File: src/rtl/sram_loader_pkg.sv
// Shared types and constants for the SRAM byte-stream loader.
// The loader FSM state encoding and the byte lane width live here.
package sram_loader_pkg;

    localparam int BYTE_WIDTH = 8;

    typedef enum logic [1:0] {
        ST_IDLE  = 2'd0,
        ST_FILL  = 2'd1,
        ST_WRITE = 2'd2,
        ST_DONE  = 2'd3
    } state_t;

endpackage

File: src/rtl/sram_stream_loader_byte_packer.sv
// Packs incoming bytes little-endian into one SRAM word and accumulates
// the byte-enable mask for the lanes that have been filled.
module byte_packer
    import sram_loader_pkg::*;
#(
    parameter int DATA_WIDTH = 32,
    parameter int NUM_WMASKS = 4
) (
    input  logic                  clk,
    input  logic                  rst,
    input  logic                  clear,
    input  logic                  accept,
    input  logic [BYTE_WIDTH-1:0] data,
    output logic [DATA_WIDTH-1:0] word,
    output logic [NUM_WMASKS-1:0] mask,
    output logic                  lane_last
);

    localparam int LANE_W = (NUM_WMASKS > 1) ? $clog2(NUM_WMASKS) : 1;

    logic [LANE_W-1:0] lane;

    assign lane_last = (lane == LANE_W'(NUM_WMASKS - 1));

    // NOTE: the word register is a handful of flops, not a RAM, so it is reset;
    // clearing it also guarantees unfilled lanes are written as zero.
    always_ff @(posedge clk) begin
        if (rst || clear) begin
            word <= '0;
            mask <= '0;
            lane <= '0;
        end else if (accept) begin
            for (int k = 0; k < NUM_WMASKS; k++) begin
                if (lane == LANE_W'(k)) begin
                    word[k*BYTE_WIDTH +: BYTE_WIDTH] <= data;
                    mask[k]                          <= 1'b1;
                end
            end
            lane <= lane + LANE_W'(1);
        end
    end

endmodule

File: src/rtl/sram_stream_loader.sv
// Loads a byte stream into an SRAM through port 0, one packed word at a time,
// starting at a caller-supplied base address and wrapping at the top of memory.
module sram_stream_loader
    import sram_loader_pkg::*;
#(
    parameter int DATA_WIDTH = 32,
    parameter int ADDR_WIDTH = 10,
    parameter int NUM_WMASKS = 4
) (
    input  logic                  clk,
    input  logic                  rst,
    input  logic                  start,
    input  logic [ADDR_WIDTH-1:0] base_addr,
    input  logic                  in_valid,
    input  logic                  in_last,
    input  logic [BYTE_WIDTH-1:0] in_data,
    output logic                  in_ready,
    output logic                  csb0,
    output logic                  web0,
    output logic [NUM_WMASKS-1:0] wmask0,
    output logic [ADDR_WIDTH-1:0] addr0,
    output logic [DATA_WIDTH-1:0] din0,
    output logic                  busy,
    output logic                  done,
    output logic                  overflow,
    output logic [ADDR_WIDTH:0]   word_count
);

    localparam logic [ADDR_WIDTH:0] COUNT_FULL = {1'b1, {ADDR_WIDTH{1'b0}}};

    state_t                  state, state_next;
    logic [ADDR_WIDTH-1:0]   ptr;
    logic [ADDR_WIDTH-1:0]   addr_hold;
    logic [DATA_WIDTH-1:0]   din_hold;
    logic                    last_seen;
    logic                    accept;
    logic                    pack_clear;
    logic                    lane_last;
    logic [DATA_WIDTH-1:0]   pack_word;
    logic [NUM_WMASKS-1:0]   pack_mask;

    assign accept     = (state == ST_FILL) && in_valid;
    assign pack_clear = ((state == ST_IDLE) && start) || (state == ST_WRITE);

    byte_packer #(
        .DATA_WIDTH (DATA_WIDTH),
        .NUM_WMASKS (NUM_WMASKS)
    ) u_packer (
        .clk       (clk),
        .rst       (rst),
        .clear     (pack_clear),
        .accept    (accept),
        .data      (in_data),
        .word      (pack_word),
        .mask      (pack_mask),
        .lane_last (lane_last)
    );

    // NOTE: every variable gets a default before the case so no latch is inferred.
    always_comb begin
        state_next = state;
        case (state)
            ST_IDLE:  if (start) state_next = ST_FILL;
            ST_FILL:  if (accept && (lane_last || in_last)) state_next = ST_WRITE;
            ST_WRITE: state_next = last_seen ? ST_DONE : ST_FILL;
            ST_DONE:  state_next = ST_IDLE;
            default:  state_next = ST_IDLE;
        endcase
    end

    // NOTE: sequential state uses non-blocking assignments only, so every flop
    // samples the pre-edge values regardless of statement order.
    always_ff @(posedge clk) begin
        if (rst) begin
            state      <= ST_IDLE;
            ptr        <= '0;
            addr_hold  <= '0;
            din_hold   <= '0;
            last_seen  <= 1'b0;
            word_count <= '0;
            overflow   <= 1'b0;
        end else begin
            state <= state_next;
            case (state)
                ST_IDLE: begin
                    if (start) begin
                        ptr        <= base_addr;
                        word_count <= '0;
                        overflow   <= 1'b0;
                        last_seen  <= 1'b0;
                    end
                end
                ST_FILL: begin
                    if (accept && in_last) last_seen <= 1'b1;
                end
                ST_WRITE: begin
                    addr_hold <= ptr;
                    din_hold  <= pack_word;
                    ptr       <= ptr + ADDR_WIDTH'(1);
                    // A full count means this write landed on the load's first word again.
                    if (word_count == COUNT_FULL) overflow <= 1'b1;
                    else word_count <= word_count + (ADDR_WIDTH+1)'(1);
                end
                default: ;
            endcase
        end
    end

    // Port 0 drives the live pointer/word only during WRITE and holds the last write otherwise.
    assign in_ready = (state == ST_FILL);
    assign busy     = (state != ST_IDLE);
    assign done     = (state == ST_DONE);
    assign csb0     = (state != ST_WRITE);
    assign web0     = (state != ST_WRITE);
    assign wmask0   = (state == ST_WRITE) ? pack_mask : '0;
    assign addr0    = (state == ST_WRITE) ? ptr : addr_hold;
    assign din0     = (state == ST_WRITE) ? pack_word : din_hold;

endmodule

File: config.mk
export PLATFORM = sky130hd
export DESIGN_NAME = sram_stream_loader
export DESIGN_NICKNAME = d
export VERILOG_FILES = /design/src/rtl/sram_loader_pkg.sv /design/src/rtl/sram_stream_loader_byte_packer.sv /design/src/rtl/sram_stream_loader.sv
export SDC_FILE = /design/constraint.sdc
export NUM_CORES = 1
export LEC_CHECK = 0
export ABC_CLOCK_PERIOD_IN_PS = 3750
export BUFFER_PORTS_ARGS = -buffer_cell sky130_fd_sc_hd__buf_2
export CAP_MARGIN = 20
export CORE_ASPECT_RATIO = 1.75
export CORE_MARGIN = 8
export CORE_UTILIZATION = 43
export CTS_BUF_LIST = sky130_fd_sc_hd__clkbuf_2 sky130_fd_sc_hd__clkbuf_4 sky130_fd_sc_hd__clkbuf_8
export DETAILED_ROUTE_END_ITERATION = 6
export PLACE_DENSITY = 0.66
export SLEW_MARGIN = 10
export SYNTH_ARGS = -nofsm -noshare
export SYNTH_HDL_FRONTEND = slang
export SYNTH_SLANG_ARGS = --single-unit
File: constraint.sdc
create_clock -name clk -period 3.75 [get_ports clk]
set_input_delay 0.9375 -clock clk [delete_from_list [all_inputs] [get_ports clk]]
set_output_delay 0.9375 -clock clk [all_outputs]
set_load 0.1 [all_outputs]
==> key figures <==
Timing
  – Final setup viols: 0
  – Final setup TNS: 0 ns
  – Tmin final: 3.560 ns
  – Final WS setup: 0.1904 ns
  – Setup Skew: 0.007612 ns
  – Actual slew at the worst max-slew pin: 0.5667 ns
  – Fmax: 0.2809 GHz
  – Final hold slack: 0.4585 ns
  – Fin. Hold Viols: 0
  – RSZ-0062 raised after global routing: false
  – Fin. max-slew vios: 0
  – Final Cycle Share: 94.92%
  – Max-slew headroom: 62.22%

Finish
  – Area of the multi-input gates: 2053 um2
  – Final cell utilization of the core: 51.04%
  – Synth-to-layout area growth: 15.62%
  – Seq. cell area: 2102 um2
  – Share of layout cells above drive strength 1: 18.08%
  – Fillers: 997
  – Final net count: 663
  – Layout Cells excl Fill: 761
  – Antenna Cells: 0
  – Fin area: 5057 um2

Power and ir drop
  – Worst ir drop on vdd: 0.2506 mV
  – Static Leakage: 2.210 nW
  – PD cells: 410.5 nW/um2
  – Final Total Pwr: 2.076 mW

Yosys
  – Post-synth ARST share: 0%
  – Synthesized flop and latch total: 105
  – Post-synth EDFFs: 0
  – Leading area contributor after synthesis: dfxtp_1
  – Top FF cell, synth: dfxtp_1
  – Sequential area share after synthesis: 48.05%
  – Synth cell count leaders: nand2_1, dfxtp_1, a21oi_1, nor2_1, clkbuf_1
  – Area contributors post-synth: dfxtp_1, nand2_1, a21oi_1, nor2_1, ha_1
  – Distinct cells, synth: 47
  – Syn Area/Cell: 7.728 um2
  – Synthesized area: 4374 um2
  – Syn nets: 596
  – Synthesis warning total: 0
  – Most common cell in the synthesized netlist: nand2_1
  – Post-Synthesis Cells: 566
  – Synth top area share: 48.05%

Worst setup path
  – CP max stage delay: 0.59 ns
  – Req. time, crit path: 2.81 ns
  – Reg2reg end: word_count[2]
  – Worst path slowest cell: dfxtp_1
  – Crit start category: flop
  – Crit Path Class: flop to output pin
  – CP most frequent cell: nand2_1
  – Critical Path AT: 2.62 ns
  – Worst R2R Start: state[0]
  – Crit. End Element: output pin
  – Crit path cell chain: and2b_2, inv_4, nand2_1, nand2_1, buf_2
  – R2R cell count: 6
  – Worst-path fanout max: 54
  – Worst setup path start: state[0]
  – R2R setup slack: 1.57 ns

Clocking
  – CTS resizes: 0
  – CTS tree: yes
  – # clock sinks: 105
  – Clock latency on the worst-skew pair: 0.37 ns
  – CTS Hold Bufs: 0
  – CTS H-tree lvls: 3
  – Root buf cell: clkbuf_8
  – Deepest clock path buffer count: 2
  – Clock buffer count from CTS: 9
  – Clock slew at reported path FFs: 0.09 ns
  – Post-CTS setup repair buffer count: 0

Floorplanning
  – Die width: 92.24 um
  – I/O pin count: 86
  – Die ar.: 13,780 um2
  – Die Span Y: 149.4 um
  – Starting Density: 44.14%
  – Rows: 48
  – Core footprint: 9910 um2

Detailed routing
  – Drc violations: 0
  – First-pass DRT Iterations: 5
  – Routed WL per cell: 14.68 um
  – Vias/cell: 5.187
  – DR iter-0 viols: 167
  – Routed Antenna Nets: 0
  – Vias: 3,947
  – Post-Route WL: 11,170 um

Min path
  – Type of the worst min-delay path: flop to flop
  – Hold Path End: u_packer.word[26]
  – Hold Path Cell Cnt: 2
  – Min-delay src: u_packer.word[26]

Global routing
  – Initial antenna violation count: 0
  – Vias in the first global route: 3,896
  – All-layer global routing usage: 16.71%
  – Total grt overflow: 0
  – Largest net degree at the start of global routing: 55
  – First-pass GRT wire length: 18,570 um

Placement
  – Buffers on Ports: 85
  – Inst Count DP: 747
  – Gp weighted congestion: 0.8696
  – Pre-CTS setup slack: 0.5821 ns
  – DP HPWL: 8157 um
  – Cell Area, Placed: 4841 um2

Outcome
  – Run status: completed

Job
  – Max-cap violations: 0
-- metal layers --
layer  track usage [%]  routed length (um)  vias up
li1                  -                   -     1994
met1             17.99                4493     1845
met2             30.30                5969       98
met3             3.362                 496       10
met4             7.786                 212        0
met5                 0                   0        -
-- worst max-delay path, delay by kind of cell, from the launching register on --
kind          cells  cell delay (ns)
buf+inv           2             0.94
simple gates      3             0.71
flops             1             0.59
-- cell usage in the layout (no fill, tap or decap), types with 3 or more instances in the layout --
master and instances:
xnor2_1 7, a21oi_1 88, nand4_1 6, nand3_1 6, clkbuf_8 11, xor2_1 4, inv_1 8, nor4_1 3
nor2_1 28, nand2_1 205, buf_4 5, or3_1 3, buf_2 83, o21ai_0 4, nor3_1 3, dfxtp_1 105
and2_1 12, ha_1 7, o221ai_1 4, and3_1 3
-- kinds of logic (layout without fill, tap and decap cells) --
kind of cell,Yosys count,count (layout),synth area share [%]
AO/OA/AOI/OAI,114,114,14.62
XOR/XNOR,11,11,2.202
adder cells (fa/ha/maj),7,7,2.002
buffers and inverters,43,113,5.035
flip-flops,105,105,48.06
multiplexers,3,3,0.7151
AND/OR/NAND/NOR,283,283,27.37
-- power breakdown --
part	internal, mW	leakage (nW)	switching, mW
Sequential	1.13	0.848	0.0201
Clock	0.405	0.111	0.369
Combinational	0.0444	1.25	0.109
Total	1.58	2.21	0.498
-- final cells by class --
class                      count  share of cell area (%)
sequential                   105                   41.56
multi-input combinational    418                   40.60
timing repair buffer          90                   9.748
tap                          125                   3.093
clock buffer                  11                   2.994
clock inverter                 3                   1.286
inverter                       9                  0.7175
-- flip-flops by register name, indices dropped and copies added, names as in the netlist, 2 cells and up --
name           count
addr_hold         10
u_packer.lane      2
word_count        11
u_packer.mask      4
u_packer.word     32
ptr               10
state              2
din_hold          32
-- worst max path at each step --
stage | to | slack (ns) | depth (start not counted)
global route | din0[0] | 0.004 | 5
global placement | din0[0] | 0.63 | 5
finish | din0[4] | 0.19 | 5
detailed placement | din0[0] | 0.58 | 5
CTS | din0[0] | 0.17 | 5
floorplan | addr0[7] | 0.59 | 6
Power figures use the tool's default switching activity.
